## src/rtl/axi4_wr_arbiter_2m.sv

```systemverilog
// ---------------------------------------------------------------------------
// axi4_wr_arbiter_2m
// Two-master to one-slave AXI4 write-path arbiter (AW/W/B). One master owns
// the slave from its AW handshake until its B handshake. When both masters
// request together, the master held in rr wins, which gives round-robin
// fairness. The slave WLAST comes from a local beat counter. A master WLAST
// that disagrees with that counter raises protocol_err for one cycle.
//
// Ports
//   ACLK, ARESET          clock, synchronous active-high reset
//   m_aw*, m_w*, m_b*     packed per-master channels, master i at [i*W +: W]
//   s_aw*, s_w*, s_b*     single slave-side channels
//   grant_o               one-hot current owner, 0 while idle
//   protocol_err          one-cycle pulse on a master WLAST mismatch
// ---------------------------------------------------------------------------
module axi4_wr_arbiter_2m #(
    parameter int DATA_WIDTH = 32,
    parameter int ADDR_WIDTH = 16
) (
    input  logic                    ACLK,
    input  logic                    ARESET,
    input  logic [2*ADDR_WIDTH-1:0] m_awaddr,
    input  logic [15:0]             m_awlen,
    input  logic [5:0]              m_awsize,
    input  logic [1:0]              m_awvalid,
    output logic [1:0]              m_awready,
    input  logic [2*DATA_WIDTH-1:0] m_wdata,
    input  logic [1:0]              m_wlast,
    input  logic [1:0]              m_wvalid,
    output logic [1:0]              m_wready,
    output logic [3:0]              m_bresp,
    output logic [1:0]              m_bvalid,
    input  logic [1:0]              m_bready,
    output logic [ADDR_WIDTH-1:0]   s_awaddr,
    output logic [7:0]              s_awlen,
    output logic [2:0]              s_awsize,
    output logic                    s_awvalid,
    input  logic                    s_awready,
    output logic [DATA_WIDTH-1:0]   s_wdata,
    output logic                    s_wlast,
    output logic                    s_wvalid,
    input  logic                    s_wready,
    input  logic [1:0]              s_bresp,
    input  logic                    s_bvalid,
    output logic                    s_bready,
    output logic [1:0]              grant_o,
    output logic                    protocol_err
);

    // state | meaning
    // IDLE  | no owner, waiting for any m_awvalid
    // ADDR  | owner's AW forwarded to the slave
    // DATA  | owner's W beats forwarded, beat counted against len
    // RESP  | slave B routed back to the owner
    typedef enum logic [1:0] {IDLE, ADDR, DATA, RESP} state_t;

    state_t     state, state_nxt;
    logic       gnt, gnt_nxt;
    logic       rr, rr_nxt;
    logic [7:0] len, len_nxt;
    logic [7:0] beat, beat_nxt;
    logic       perr_nxt;

    logic       last_beat;
    logic [7:0] sel_awlen;

    // Data-path selects depend only on the registered gnt, so there is no
    // combinational path from any valid to the grant.
    assign s_awaddr  = gnt ? m_awaddr[2*ADDR_WIDTH-1:ADDR_WIDTH] : m_awaddr[ADDR_WIDTH-1:0];
    assign sel_awlen = gnt ? m_awlen[15:8] : m_awlen[7:0];
    assign s_awlen   = sel_awlen;
    assign s_awsize  = gnt ? m_awsize[5:3] : m_awsize[2:0];
    assign s_wdata   = gnt ? m_wdata[2*DATA_WIDTH-1:DATA_WIDTH] : m_wdata[DATA_WIDTH-1:0];
    assign last_beat = (beat == len);
    assign s_wlast   = (state == DATA) && last_beat;

    always_ff @(posedge ACLK) begin
        if (ARESET) begin
            state        <= IDLE;
            gnt          <= 1'b0;
            rr           <= 1'b0;
            len          <= 8'd0;
            beat         <= 8'd0;
            protocol_err <= 1'b0;
        end else begin
            state        <= state_nxt;
            gnt          <= gnt_nxt;
            rr           <= rr_nxt;
            len          <= len_nxt;
            beat         <= beat_nxt;
            protocol_err <= perr_nxt;
        end
    end

    always_comb begin
        state_nxt = state;
        gnt_nxt   = gnt;
        rr_nxt    = rr;
        len_nxt   = len;
        beat_nxt  = beat;
        perr_nxt  = 1'b0;
        m_awready = 2'b00;
        m_wready  = 2'b00;
        m_bvalid  = 2'b00;
        m_bresp   = 4'b0000;
        s_awvalid = 1'b0;
        s_wvalid  = 1'b0;
        s_bready  = 1'b0;
        grant_o   = 2'b00;

        case (state)
            IDLE: begin
                if (|m_awvalid) begin
                    // Single requester wins outright; a tie goes to rr.
                    gnt_nxt   = (&m_awvalid) ? rr : m_awvalid[1];
                    state_nxt = ADDR;
                end
            end
            ADDR: begin
                s_awvalid      = m_awvalid[gnt];
                m_awready[gnt] = s_awready;
                if (m_awvalid[gnt] && s_awready) begin
                    len_nxt   = sel_awlen;
                    beat_nxt  = 8'd0;
                    state_nxt = DATA;
                end
            end
            DATA: begin
                s_wvalid      = m_wvalid[gnt];
                m_wready[gnt] = s_wready;
                if (m_wvalid[gnt] && s_wready) begin
                    beat_nxt = beat + 8'd1;
                    perr_nxt = (m_wlast[gnt] != last_beat);
                    if (last_beat) begin
                        state_nxt = RESP;
                    end
                end
            end
            RESP: begin
                m_bvalid[gnt] = s_bvalid;
                if (gnt) begin
                    m_bresp[3:2] = s_bresp;
                end else begin
                    m_bresp[1:0] = s_bresp;
                end
                s_bready = m_bready[gnt];
                if (s_bvalid && m_bready[gnt]) begin
                    state_nxt = IDLE;
                    rr_nxt    = ~gnt;
                end
            end
            default: state_nxt = IDLE;
        endcase

        if (state != IDLE) begin
            grant_o = gnt ? 2'b10 : 2'b01;
        end
    end

endmodule

```

## config.mk

```make
export PLATFORM = sky130hd
export DESIGN_NAME = axi4_wr_arbiter_2m
export DESIGN_NICKNAME = d
export VERILOG_FILES = /design/src/rtl/axi4_wr_arbiter_2m.sv
export SDC_FILE = /design/constraint.sdc
export NUM_CORES = 1
export LEC_CHECK = 0
export ABC_AREA = 1
export ABC_CLOCK_PERIOD_IN_PS = 1470
export CORE_ASPECT_RATIO = 0.75
export CORE_MARGIN = 3
export CORE_UTILIZATION = 27
export DETAILED_ROUTE_END_ITERATION = 12
export HOLD_SLACK_MARGIN = 0.1
export PLACE_DENSITY_LB_ADDON = 0.08
export RECOVER_POWER = 50
export SYNTH_ARGS = -nofsm -noshare
export SYNTH_HDL_FRONTEND = slang
export SYNTH_SLANG_ARGS = --single-unit
```

## constraint.sdc

```tcl
create_clock -name ACLK -period 1.47 [get_ports ACLK]
set_clock_uncertainty 0.05 [all_clocks]
set_input_delay 0.147 -clock ACLK [delete_from_list [all_inputs] [get_ports ACLK]]
set_output_delay 0.147 -clock ACLK [all_outputs]
set_load 0.01 [all_outputs]
```

# Word level (Yosys, flattened, before mapping)

Cells that the tools add are included.

Flip-flop bits (word level): 21
Input bits: 133

Multiplexer cells: 35
Add/subtract/negate cells: 1
Magnitude comparators: 2
Bitwise logic cells: 6
Equality and inequality tests: 10
Reduce and logical (&&, ||, !) cells: 16

Operator list:

| operator            | count |
|---|---|
| $mux 32             | 1 |
| $mux 2              | 12 |
| $mux 8              | 3 |
| $mux 16             | 1 |
| $pmux 8 s2          | 1 |
| $mux 1              | 13 |
| $add 8x1->8 const B | 1 |
| $eq 8x8->1          | 1 |
| $ne 2x2->1 const B  | 4 |
| $pmux 2 s4          | 1 |
| $reduce_and 2->1    | 4 |
| $and 2x2->2         | 3 |
| $logic_and 1x1->1   | 5 |
| $reduce_and 5->1    | 1 |
| $eq 2x2->1 const B  | 2 |
| $mux 4              | 1 |
| $reduce_bool 2->1   | 2 |
| $mux 3              | 1 |
| $not 1->1           | 3 |
| $reduce_and 3->1    | 1 |
| $reduce_or 3->1     | 1 |
| $eq 2x1->1 const B  | 1 |
| $logic_not 2->1     | 1 |
| $lt 1x2->1 const B  | 1 |
| 5 further kinds     | 5 |

# Longest topological paths before layout

Depth in word-level cells: 6
Gate-level depth with buffers: 12

# Worst setup path after synthesis

OpenSTA, ideal clock, no wires.

Path kind: flip-flop to flip-flop
Start point: register state[0]
End point: register beat[5]
Path slack: 17 ps
Library setup time: 109 ps
Data required time: 1,311 ps
Cell stages (with the launch flop): 10
Arrival time: 1,294 ps
Cell sequence: dfxtp_1 inv_1 ha_1 inv_1 clkbuf_1 nor2_1 o21ai_0 nand2_1 nand2_1 inv_1

Longest elaborated chain between the ends: 3

Ends and longest elaborated chain:

| element                                            | line | source |
|---|---|---|
| start: declaration                                 | 57   | `state_t state, state_nxt;` |
| start signal: assignment                           | 86   | `state <= state_nxt;` |
| $eq 2x1->1 / $eq 2x2->1 (equally long branches)    | 111  | `case (state)` |
| $ne 2x2->1 (no line), or another cell as far along | --   |  |
| $reduce_and 3->1 (no line)                         | --   |  |
| end signal: assignment                             | 90   | `beat <= beat_nxt;` |
| end: declaration                                   | 61   | `logic [7:0] beat, beat_nxt;` |

Several ways; a longest one is shown, not always the timed one.
A chain may end at the register's enable or synchronous reset.

# Final worst setup path

Start point: register gnt
End point: output s_wdata[14]

Longest elaborated chain between the ends: 1

Ends and longest elaborated chain:

| element                  | line | source |
|---|---|---|
| start: declaration       | 58   | `logic gnt, gnt_nxt;` |
| start signal: assignment | 87   | `gnt <= gnt_nxt;` |
| $mux 32                  | 73   | `assign s_wdata = gnt ? m_wdata[2*DATA_WIDTH-1:DATA_WIDTH] : m_wdata[DATA_WIDTH-1:0];` |
| end: declaration         | 39   | `output logic [DATA_WIDTH-1:0] s_wdata,` |

No other way between the ends.

==> flow_metrics.env <==
export IMPL_reg2reg_slack_ps=-90
export IMPL_grt_util_all_layers_pct=23.4
export IMPL_clkLatencyLatePin_ps=270
export IMPL_core_um2=7030
export IMPL_dr_first_iter_drc_count=162
export IMPL_dp_hpwl_mm=8.00
export IMPL_synth_fp_nets=543
export IMPL_cts_sinks=21
export IMPL_num_vias=3455
export IMPL_grt_pass1_vias=3295
export IMPL_hold_path_end="len[6]"
export IMPL_slowest_delay_ps=390
export IMPL_cellLeakagePower_nw=2.53
export IMPL_yosys_area_top_type="nand2_1"
export IMPL_numCtsBuffers=3
export IMPL_synth_edf_count=0
export IMPL_die_h_um=80.9
export IMPL_gp_congestion=0.881
export IMPL_fin_crit_sh_pct=107
export IMPL_yosysMostFrequentCell="nand2_1"
export IMPL_crit_path_cell_trace="inv_8, bufbuf_16, nand2_1, nand2_1, clkdlybuf4s15_2"
export IMPL_hold_class="reg -> reg"
export IMPL_cts_max_level=1
export IMPL_async_flop_share_pct=0
export IMPL_fin_util_pct=73.0
export IMPL_cp_max_fo=11
export IMPL_drv_cap=0
export IMPL_period_needed_ps=1570
export IMPL_required_ps=1270
export IMPL_violations="setup timing"
export IMPL_nets=808
export IMPL_numPortBuffers=208
export IMPL_ys_top_cells_by_area="nand2_1 44%, dfxtp_1 21%, inv_1 6.5%, nor2_1 5.0%, a21oi_1 4.7%"
export IMPL_status="finished, violations left"
export IMPL_synth_ff_type="dfxtp_1"
export IMPL_syn_instance_count=405
export IMPL_ant_nets=0
export IMPL_grt_pass1_wl_mm=16.3
export IMPL_area_growth_pct=154
export IMPL_ff2ff_path_depth=12
export IMPL_wl_per_cell_um=14.6
export IMPL_relSlewSlack_pct=58.5
export IMPL_grt_max_degree=21
export IMPL_placedCellCount=745
export IMPL_avgSynthCellArea_um2=4.99
export IMPL_synthTopCellsByCount="237 x nand2_1, 35 x inv_1, 27 x nor2_1, 21 x dfxtp_1, 19 x a21oi_1"
export IMPL_ys_seq_area_share_pct=20.8
export IMPL_fin_cells=767
export IMPL_cts_root_buffer="clkbuf_8"
export IMPL_rr_endpoint="beat[2]"
export IMPL_num_rows=26
export IMPL_yosys_area_top_type_share_pct=44.0
export IMPL_critPathCaptureType="primary output"
export IMPL_via_per_inst=4.50
export IMPL_critical_path_class="reg -> out"
export IMPL_cellPowerDensity_nw_per_um2=916
export IMPL_clockBufferDepth=2
export IMPL_post_route_drc_count=0
export IMPL_yosys_warnings=0
export IMPL_timing_fmax_ghz=0.638
export IMPL_r2r_start="gnt"
export IMPL_drv_slew=0
export IMPL_grt_overflow=0
export IMPL_hold_path_depth=2
export IMPL_die_area_um2=8570
export IMPL_routed_wl_mm=11.2
export IMPL_crit_arrival_ps=1370
export IMPL_initial_utilization_pct=28.8
export IMPL_worstHoldStart="len[6]"
export IMPL_tightest_slew_ps=621
export IMPL_netlist_area_um2=2020
export IMPL_synth_seq_cells=21
export IMPL_cp_start_kind="register"
export IMPL_ir_worst_vdd_uv=472
export IMPL_critPathMostFrequentCell="nand2_1"
export IMPL_final_setup_worst_slack_ps=-96.9
export IMPL_diodes=0
export IMPL_crit_path_top_delay_cell="dfxtp_4"
export IMPL_setup_viol=45
export IMPL_power_mw=4.70
export IMPL_final_hold_viol_count=0
export IMPL_antenna_found_initial=0
export IMPL_ios=209
export IMPL_clk_pin_slew_ps=80
export IMPL_dr_pass1_iters=4
export IMPL_cts_tree="done"
export IMPL_rsz0062_at_grt="yes"
export IMPL_drive_gt1_share_pct=35.6
export IMPL_synth_cell_types=21
export IMPL_die_w_um=106
-- report_power, final --
| group | leakage, nW | total [mW] | internal [mW] | switching [mW] |
|---|---|---|---|---|
| Combinational | 2.34 | 3.54 | 1.78 | 1.77 |
| Sequential | 0.175 | 0.749 | 0.660 | 0.0889 |
| Clock | 0.0217 | 0.402 | 0.192 | 0.210 |
-- layout make-up --
cell class	instances	area, um^2
Multi-Input combinational cell	330	1760
Clock buffer	3	41.3
Sequential cell	21	440
Inverter	38	160
Fill cell	587	1900
Tap cell	98	123
Clock inverter	1	7.51
Timing Repair Buffer	276	2600
-- worst max-delay path: cells and delay by family, from the launching register on --
kind	cells	cell delay (ps)
buffers and inverters	3	610
flip-flops	1	390
AND/OR/NAND/NOR	2	100
-- how the worst max path moves through the flow --
stage | from | endpoint | cells past startpoint
after floorplan | state[0] | beat[5] | 9
after global placement | len[3] | s_wlast | 6
after detailed placement | m_awvalid[1] | s_awvalid | 6
after CTS | gnt | s_wdata[16] | 5
after global routing | gnt | beat[5] | 13
final | gnt | s_wdata[14] | 5
-- metal layers --
| metal | track usage [%] | part of all wire, % |
|---|---|---|
| met4 | 2.85 | 1.5 |
| met2 | 43.6 | 51 |
| met3 | 8.02 | 9.4 |
| met5 | 0 | 0 |
| met1 | 27.0 | 38 |
-- layout by cell type, fill, tap and decap left out, drive strengths merged, types with 3 or more instances in the layout --
master | netlist | layout
a21oi | 19 | 19
nand2 | 239 | 240
clkdlybuf4s15 | 0 | 11
nor3 | 6 | 6
nand3 | 8 | 8
clkdlybuf4s50 | 0 | 132
ha | 5 | 5
dfxtp | 21 | 21
o21ai | 18 | 18
nor2 | 27 | 27
xnor2 | 3 | 3
inv | 38 | 38
clkbuf | 3 | 7
buf | 14 | 127
-- cells by family (layout without fill, tap and decap cells) --
logic type | after synthesis | after routing | synth area share (%)
buffers and inverters | 55 | 318 | 10.8
AO/OA/AOI/OAI | 39 | 39 | 9.90
AND/OR/NAND/NOR | 281 | 282 | 53.7
flip-flops | 21 | 21 | 20.8
adder cells (fa/ha/maj) | 5 | 5 | 3.09
multiplexers | 1 | 1 | 0.495
XOR/XNOR | 3 | 3 | 1.30
-- timing repair --
| action | in CTS | in global routing |
|---|---|---|
| hold buffers | 0 | 0 |
| pin swaps | 20 | 32 |
| gates resized for setup | 344 | 117 |
| endpoints found under the setup margin | 94 | 74 |
| setup buffers | 8 | 8 |
| gates cloned | 6 | 0 |
-- stage by stage --
step	setup slack [ps]	hold slack [ps]	area, um^2	setup TNS [ps]
2_1_floorplan	16.8	166	2020	0
3_3_place_gp	-203	399	4600	-8310
3_5_place_dp	-208	417	4600	-9200
4_1_cts	-116	425	4800	-2700
5_1_grt	-164	441	5130	-5280
6_report	-96.9	426	5130	-1970
-- state kept, by name, indices dropped and copies added, names as in the netlist --
name / cells
state: 2
len: 8
gnt: 1
protocol_err: 1
beat: 8
rr: 1
(Power assumes the default switching activity.)
